`src/rtl/cnn_rom_pkg.sv`:
```
// ---------------------------------------------------------------------------
// cnn_rom_pkg
//   Shared constants and types for the weight-ROM burst fetch logic.
//   ADDR_WIDTH : ROM address width (depth = 2**ADDR_WIDTH)
//   DATA_WIDTH : ROM word width
//   LEN_WIDTH  : burst length width, one wider than the address so that a
//                full-depth burst is encodable
//   fetch_state_t : sequencer states IDLE -> FETCH -> FLUSH -> IDLE
// ---------------------------------------------------------------------------
package cnn_rom_pkg;

    localparam int ADDR_WIDTH = 6;
    localparam int DATA_WIDTH = 32;
    localparam int LEN_WIDTH  = ADDR_WIDTH + 1;

    typedef enum logic [1:0] {
        IDLE  = 2'd0,
        FETCH = 2'd1,
        FLUSH = 2'd2
    } fetch_state_t;

endpackage

```
`src/rtl/rom_fetch_out_reg.sv`:
```
// ---------------------------------------------------------------------------
// rom_fetch_out_reg
//   One-entry valid/ready output register carrying a data word plus a
//   last-beat flag. load captures a new word (and sets valid), clear drops
//   valid/last once the final word has been taken, otherwise everything holds.
// Ports
//   clk, rst  : clock, synchronous active-high reset
//   load      : capture din/last_in, assert valid
//   clear     : deassert valid and last (data left as is)
//   din       : word to capture
//   last_in   : last-beat flag to capture with din
//   dout      : registered word
//   valid     : dout holds an unconsumed word
//   last      : dout is the final beat of the burst
// ---------------------------------------------------------------------------
module rom_fetch_out_reg #(
    parameter int DATA_WIDTH = 32
) (
    input  logic                  clk,
    input  logic                  rst,
    input  logic                  load,
    input  logic                  clear,
    input  logic [DATA_WIDTH-1:0] din,
    input  logic                  last_in,
    output logic [DATA_WIDTH-1:0] dout,
    output logic                  valid,
    output logic                  last
);

    always_ff @(posedge clk) begin
        if (rst) begin
            dout  <= '0;
            valid <= 1'b0;
            last  <= 1'b0;
        end else if (load) begin
            dout  <= din;
            valid <= 1'b1;
            last  <= last_in;
        end else if (clear) begin
            valid <= 1'b0;
            last  <= 1'b0;
        end
    end

endmodule

```
`src/rtl/rom_weight_fetch_ctrl.sv`:
```
// ---------------------------------------------------------------------------
// rom_weight_fetch_ctrl
//   Burst read sequencer for the asynchronous-read weight ROM. On start it
//   walks the ROM address from base_addr for burst_len words (wrapping modulo
//   the ROM depth) and registers each word into a one-entry valid/ready stage
//   feeding the PE array. One word per cycle while the consumer is ready;
//   everything holds under backpressure.
//
// Optional feature (macro ROM_FETCH_LOOP_EN):
//   Adds input repeat_cnt[3:0]. The burst is replayed repeat_cnt+1 times
//   back-to-back; rom_addr reloads base_addr after each pass and out_last
//   marks only the final beat of the final pass. Without the macro the port
//   is absent and a single pass is fetched.
//
// Ports
//   clk        : system clock, rising edge
//   rst        : synchronous active-high reset
//   start      : burst request, honoured only while idle
//   base_addr  : first ROM address of the burst
//   burst_len  : words in the burst, 0..2**ADDR_WIDTH
//   repeat_cnt : extra passes (only with ROM_FETCH_LOOP_EN)
//   busy       : burst in progress (cycle after accepted start until done)
//   done       : one-cycle completion pulse
//   rom_addr   : ROM address
//   rom_data   : ROM read data, combinational on rom_addr
//   out_data   : registered weight word
//   out_valid  : out_data valid
//   out_ready  : consumer accepts when out_valid & out_ready
//   out_last   : final beat of the burst
// ---------------------------------------------------------------------------
module rom_weight_fetch_ctrl #(
    parameter int ADDR_WIDTH = cnn_rom_pkg::ADDR_WIDTH,
    parameter int DATA_WIDTH = cnn_rom_pkg::DATA_WIDTH,
    parameter int LEN_WIDTH  = cnn_rom_pkg::LEN_WIDTH
) (
    input  logic                  clk,
    input  logic                  rst,
    input  logic                  start,
    input  logic [ADDR_WIDTH-1:0] base_addr,
    input  logic [LEN_WIDTH-1:0]  burst_len,
`ifdef ROM_FETCH_LOOP_EN
    input  logic [3:0]            repeat_cnt,
`endif
    output logic                  busy,
    output logic                  done,
    output logic [ADDR_WIDTH-1:0] rom_addr,
    input  logic [DATA_WIDTH-1:0] rom_data,
    output logic [DATA_WIDTH-1:0] out_data,
    output logic                  out_valid,
    input  logic                  out_ready,
    output logic                  out_last
);

    import cnn_rom_pkg::*;

    fetch_state_t          state, state_n;
    logic [ADDR_WIDTH-1:0] addr_n;
    logic [LEN_WIDTH-1:0]  remaining, rem_n;
    logic                  busy_n, done_n;
    logic                  load, clear, last_in, final_pass, word_is_last;

`ifdef ROM_FETCH_LOOP_EN
    // Burst parameters kept for reloading at the start of each replay pass.
    logic [ADDR_WIDTH-1:0] base_q, base_n;
    logic [LEN_WIDTH-1:0]  len_q, len_n;
    logic [3:0]            pass_left, pass_n;

    assign final_pass = (pass_left == 4'd0);
`else
    assign final_pass = 1'b1;
`endif

    assign word_is_last = (remaining == LEN_WIDTH'(1));
    assign last_in      = word_is_last && final_pass;

    // State and control registers
    always_ff @(posedge clk) begin
        if (rst) begin
            state     <= IDLE;
            rom_addr  <= '0;
            remaining <= '0;
            busy      <= 1'b0;
            done      <= 1'b0;
`ifdef ROM_FETCH_LOOP_EN
            base_q    <= '0;
            len_q     <= '0;
            pass_left <= '0;
`endif
        end else begin
            state     <= state_n;
            rom_addr  <= addr_n;
            remaining <= rem_n;
            busy      <= busy_n;
            done      <= done_n;
`ifdef ROM_FETCH_LOOP_EN
            base_q    <= base_n;
            len_q     <= len_n;
            pass_left <= pass_n;
`endif
        end
    end

    // Next-state and register-enable logic
    always_comb begin
        state_n = state;
        addr_n  = rom_addr;
        rem_n   = remaining;
        busy_n  = busy;
        done_n  = 1'b0;
        load    = 1'b0;
        clear   = 1'b0;
`ifdef ROM_FETCH_LOOP_EN
        base_n  = base_q;
        len_n   = len_q;
        pass_n  = pass_left;
`endif
        case (state)
            IDLE: begin
                if (start) begin
                    if (burst_len == '0) begin
                        // Empty burst: report completion without ever going busy.
                        done_n = 1'b1;
                    end else begin
                        addr_n  = base_addr;
                        rem_n   = burst_len;
                        busy_n  = 1'b1;
                        state_n = FETCH;
`ifdef ROM_FETCH_LOOP_EN
                        base_n  = base_addr;
                        len_n   = burst_len;
                        pass_n  = repeat_cnt;
`endif
                    end
                end
            end
            FETCH: begin
                // The output slot is free if empty or being drained this cycle.
                if (!out_valid || out_ready) begin
                    load   = 1'b1;
                    addr_n = rom_addr + 1'b1;
                    rem_n  = remaining - 1'b1;
                    if (word_is_last) begin
                        if (final_pass) begin
                            state_n = FLUSH;
`ifdef ROM_FETCH_LOOP_EN
                        end else begin
                            addr_n = base_q;
                            rem_n  = len_q;
                            pass_n = pass_left - 1'b1;
`endif
                        end
                    end
                end
            end
            FLUSH: begin
                if (out_valid && out_ready) begin
                    clear   = 1'b1;
                    done_n  = 1'b1;
                    busy_n  = 1'b0;
                    state_n = IDLE;
                end
            end
            default: begin
                state_n = IDLE;
            end
        endcase
    end

    // Output stage
    rom_fetch_out_reg #(
        .DATA_WIDTH(DATA_WIDTH)
    ) u_out_reg (
        .clk    (clk),
        .rst    (rst),
        .load   (load),
        .clear  (clear),
        .din    (rom_data),
        .last_in(last_in),
        .dout   (out_data),
        .valid  (out_valid),
        .last   (out_last)
    );

endmodule

```
`config.mk`:
```
export PLATFORM = sky130hd
export DESIGN_NAME = rom_weight_fetch_ctrl
export DESIGN_NICKNAME = d
export VERILOG_FILES = /design/src/rtl/cnn_rom_pkg.sv /design/src/rtl/rom_fetch_out_reg.sv /design/src/rtl/rom_weight_fetch_ctrl.sv
export SDC_FILE = /design/constraint.sdc
export NUM_CORES = 1
export LEC_CHECK = 0
export ABC_AREA = 1
export CORE_ASPECT_RATIO = 1.4
export CORE_MARGIN = 3
export CORE_UTILIZATION = 39
export CTS_CLUSTER_DIAMETER = 80
export DETAILED_ROUTE_END_ITERATION = 10
export GPL_TIMING_DRIVEN = 0
export PLACE_DENSITY = 0.74
export REMOVE_ABC_BUFFERS = 1
export SETUP_SLACK_MARGIN = 0.2
export SYNTH_ARGS = -nofsm -noshare
export SYNTH_HDL_FRONTEND = slang
export SYNTH_SLANG_ARGS = --single-unit
export TNS_END_PERCENT = 5
```
`constraint.sdc`:
```
create_clock -name clk -period 1.3 [get_ports clk]
set_input_delay 0.26 -clock clk [delete_from_list [all_inputs] [get_ports clk]]
set_output_delay 0.26 -clock clk [all_outputs]
set_load 0.02 [all_outputs]
```
==> qor.yml <==
timing:
  rsz0062_at_grt: "yes"
  worst_slew_margin_rel: 0.648
  tightest_slew_ps: 528
  hold_violations: 0
  max_freq_mhz: 724
  tmin_final_ps: 1380
  clock-skew-final_ps: 8.90
  post-route-period-util: 1.06
  setup_violations: 6
  drv_slew: 0
  fin_ws_ps: -80.7
  hold_slack_ps: 460
floorplanning:
  initial_core_util: 0.406
  ioPinCount: 91
  core.rowCount: 32
  floorplan.die_area_mm2: 0.00675
  die_h_um: 96.0
  core_region_area_mm2: 0.00557
  die_x_um: 70.3
min_path:
  worstHoldPathCells: 5
  hold_path.class: "in -> reg"
  worstHoldStart: "burst_len[2]"
  end_point_of_the_worst_hold_path: "remaining[2]$_SDFFE_PP0P_"
cells_and_area:
  mostFrequentLayoutCell: "sky130_fd_sc_hd__nor2_1"
  final_cell_area_mm2: 0.00370
  post_route_non_filler_standard_cell_count: 505
  layout.area.seq_mm2: 0.00106
  final.fill_count: 462
  antenna_cells_inserted: 0
  nets: 488
  final_cell_mix: "sky130_fd_sc_hd__nor2_1 (82), sky130_fd_sc_hd__buf_4 (46), sky130_fd_sc_hd__nand2_1 (42), sky130_fd_sc_hd__clkdlybuf4s50_1 (42), sky130_fd_sc_hd__dfxtp_1 (32)"
  multi_input_comb_area_mm2: 0.00131
  finish.utilization: 0.664
  drive_gt1_frac: 0.323
  layout-area-overhead-vs-synth_pct: 63.7
logic_synthesis:
  synth_compound_area_frac: 0.150
  post-synth-top-area-cell: "sky130_fd_sc_hd__dfxtp_1"
  top_post_synthesis_cells_by_area: "sky130_fd_sc_hd__dfxtp_1 (45%), sky130_fd_sc_hd__nor2_1 (15%), sky130_fd_sc_hd__o21ai_0 (9.8%)"
  ys_seq_elements: 51
  synthMuxAreaShare: 0
  synth_top_family_by_area: "simple AND/OR/NAND/NOR gates"
  syn-mean-instance-area_um2: 6.95
  syn_area_mm2: 0.00226
  post_synth_fa_ha_maj_area_fraction: 0.0166
  yosys.area_share.simple: 0.311
  synth_cell_types: 25
  synth_cells: 325
  synth_xor_area_frac: 0
  synth_top_area_frac: 0.452
  yosysWarnings: 0
  synth_sequential_area_ratio: 0.452
place:
  finalWeightedCongestion: 0.739
  portBuffers: 90
  post-place-cells: 468
  placed_standard_cell_area_mm2: 0.00317
  dp.final_hpwl_mm: 4.17
clock_tree:
  clock-root-buffer: "sky130_fd_sc_hd__clkbuf_8"
  clock_path_buffers: 2
  register_clock_pin_slew_on_the_reported_worst_setup_and_hold_paths_ps: 110
  clock_tree_from_tritoncts: "built"
  h-tree-depth: 2
  tritoncts_num_sinks: 51
  worstSkewPairLatency_ps: 310
  cts_inserted_buffers: 5
pwr:
  share_clk_of_total_power: 0.257
  power_frac_comb: 0.338
  ir_worst_vdd_mv: 0.785
  internal_power_w: 0.00310
  netSwitchingFraction: 0.347
  power.density_cell_area_mw_per_mm2: 1280
  total_switching_power_w: 0.00164
  p_leak_nw: 1.63
  power_w: 0.00474
  power.sequential.fraction: 0.405
critical_path:
  timing.setup.critical_path_class: "reg -> reg"
  worstSetupEndpointType: "flop"
  timing.critical_path.required_ps: 1540
  worstPathMaxFanout: 6
  r2r-end: "remaining[6]$_SDFFE_PP0P_"
  reg2regPathDepth: 6
  setup.worst_path.start: "state[0]$_SDFFE_PP0P_"
  start_kind: "flop"
  arrival_ps: 1620
  regToRegStartpoint: "state[0]$_SDFFE_PP0P_"
  reg2reg_setup_slack_ps: -80
grt:
  grt.met1_usage: 0.256
  grt.met2_usage: 0.441
  grt_start_max_net_pins: 18
  grt_pass1_wl_mm: 13.1
  first_global_vias: 2755
  met3_usage: 0.0815
  groute.usage.overall: 0.248
  grt_busiest_layer: "met2"
  grt.overflow.total: 0
  grt_antenna_before_repair: 0
drt:
  drtAntennaViolNets: 0
  drt-wirelength-per-cell_um: 16.1
  drt-initial-drc-count: 149
  routed-via-count: 2626
  drc_errors: 0
  drt_wl_total_mm: 8.14
  drtPass1Iterations: 4
  avgViaCountPerCell: 5.20
run_status:
  violations: "negative setup slack"
  run_status: "finished, violations left"
job:
  max-cap-violations: 0
-- state kept, by name, summed over array words and instances (netlist names) --
name,count
done,1
u_out_reg.dout,32
state,2
busy,1
rom_addr,6
remaining,7
u_out_reg.last,1
u_out_reg.valid,1
-- layer usage --
metal,routed length (µm),up-vias
met3,719,27
met2,4130,118
met4,272,0
met1,3020,1212
met5,0,-
li1,-,1269
-- layout make-up --
cell class,count,share of cell area
Clock inverter,2,0.0105
Timing Repair Buffer,112,0.270
Timing Repair inverter,3,0.00609
Clock buffer,6,0.0223
Tap cell,68,0.0230
Sequential cell,51,0.286
Inverter,21,0.0278
Multi-Input combinational cell,242,0.354
-- power by group through the flow --
| stage | logic, W | clock network, W | registers (W) |
|---|---|---|---|
| 2_1_floorplan | 0.000522 | 0 | 0.00208 |
| 3_3_place_gp | 0.00128 | 0 | 0.00190 |
| 3_5_place_dp | 0.00130 | 0 | 0.00191 |
| 4_1_cts | 0.00148 | 0.00123 | 0.00189 |
| 5_1_grt | 0.00173 | 0.00128 | 0.00195 |
| 6_report | 0.00160 | 0.00122 | 0.00192 |
-- worst max-delay path, stage by stage (launching register included) --
cell	delay (ps)
sky130_fd_sc_hd__dfxtp_4	440
sky130_fd_sc_hd__nand2_8	110
sky130_fd_sc_hd__nor2_4	160
sky130_fd_sc_hd__nor2_4	70
sky130_fd_sc_hd__nor2_4	230
sky130_fd_sc_hd__nand3_1	140
sky130_fd_sc_hd__a21oi_2	150
-- cell families (layout without fill, tap and decap cells) --
| family | after synthesis | in the layout |
|---|---|---|
| buffers and inverters | 36 | 144 |
| DFF | 51 | 51 |
| AOI/OAI and AO/OA | 66 | 66 |
| and+or+nand+nor | 169 | 173 |
| adders and majority gates | 3 | 3 |
-- worst max-delay path by stage --
| stage | endpoint | slack (ps) | cells past startpoint |
|---|---|---|---|
| floorplan | remaining[3]$_SDFFE_PP0P_ | -310 | 7 |
| global placement | remaining[3]$_SDFFE_PP0P_ | -1070 | 8 |
| detailed placement | remaining[3]$_SDFFE_PP0P_ | -1080 | 8 |
| CTS | rom_addr[5]$_SDFFE_PP0P_ | 50 | 9 |
| global route | rom_addr[2]$_SDFFE_PP0P_ | -80 | 7 |
| finish | remaining[6]$_SDFFE_PP0P_ | -80 | 6 |
-- Yosys cell counts --
cell type	number
sky130_fd_sc_hd__inv_4	1
sky130_fd_sc_hd__inv_2	1
sky130_fd_sc_hd__nand2_1	46
sky130_fd_sc_hd__o21bai_1	1
sky130_fd_sc_hd__buf_2	3
sky130_fd_sc_hd__inv_1	19
sky130_fd_sc_hd__clkbuf_2	1
sky130_fd_sc_hd__or2_2	2
sky130_fd_sc_hd__nor2_1	93
sky130_fd_sc_hd__nor2_2	2
sky130_fd_sc_hd__ha_1	3
sky130_fd_sc_hd__o211ai_1	1
sky130_fd_sc_hd__nand4_1	4
sky130_fd_sc_hd__buf_6	2
sky130_fd_sc_hd__a21oi_1	18
sky130_fd_sc_hd__o21ai_1	1
sky130_fd_sc_hd__nand3_1	16
sky130_fd_sc_hd__nor3_1	1
sky130_fd_sc_hd__o21ai_0	44
sky130_fd_sc_hd__nand2_2	2
sky130_fd_sc_hd__nand2_4	2
sky130_fd_sc_hd__dfxtp_1	51
sky130_fd_sc_hd__nor2_4	1
sky130_fd_sc_hd__clkbuf_1	9
sky130_fd_sc_hd__o21ai_2	1
-- timing repair --
action | 4_1_cts | 5_1_grt
endpoints found under the setup margin | 93 | 93
gates cloned | 7 | 0
hold buffers | 0 | 0
pin swaps | 18 | 15
setup buffers | 20 | 2
resized for setup | 168 | 148
-- stage by stage --
| step | worst slack (ps) | TNS, ps |
|---|---|---|
| final | -80.7 | -217 |
| after global routing | -83.1 | -638 |
| after CTS | 54.6 | 0 |
| after detailed placement | -1080 | -44580 |
| after global placement | -1070 | -44270 |
| after floorplan | -313 | -2830 |
Power figures use the tool's default switching activity.
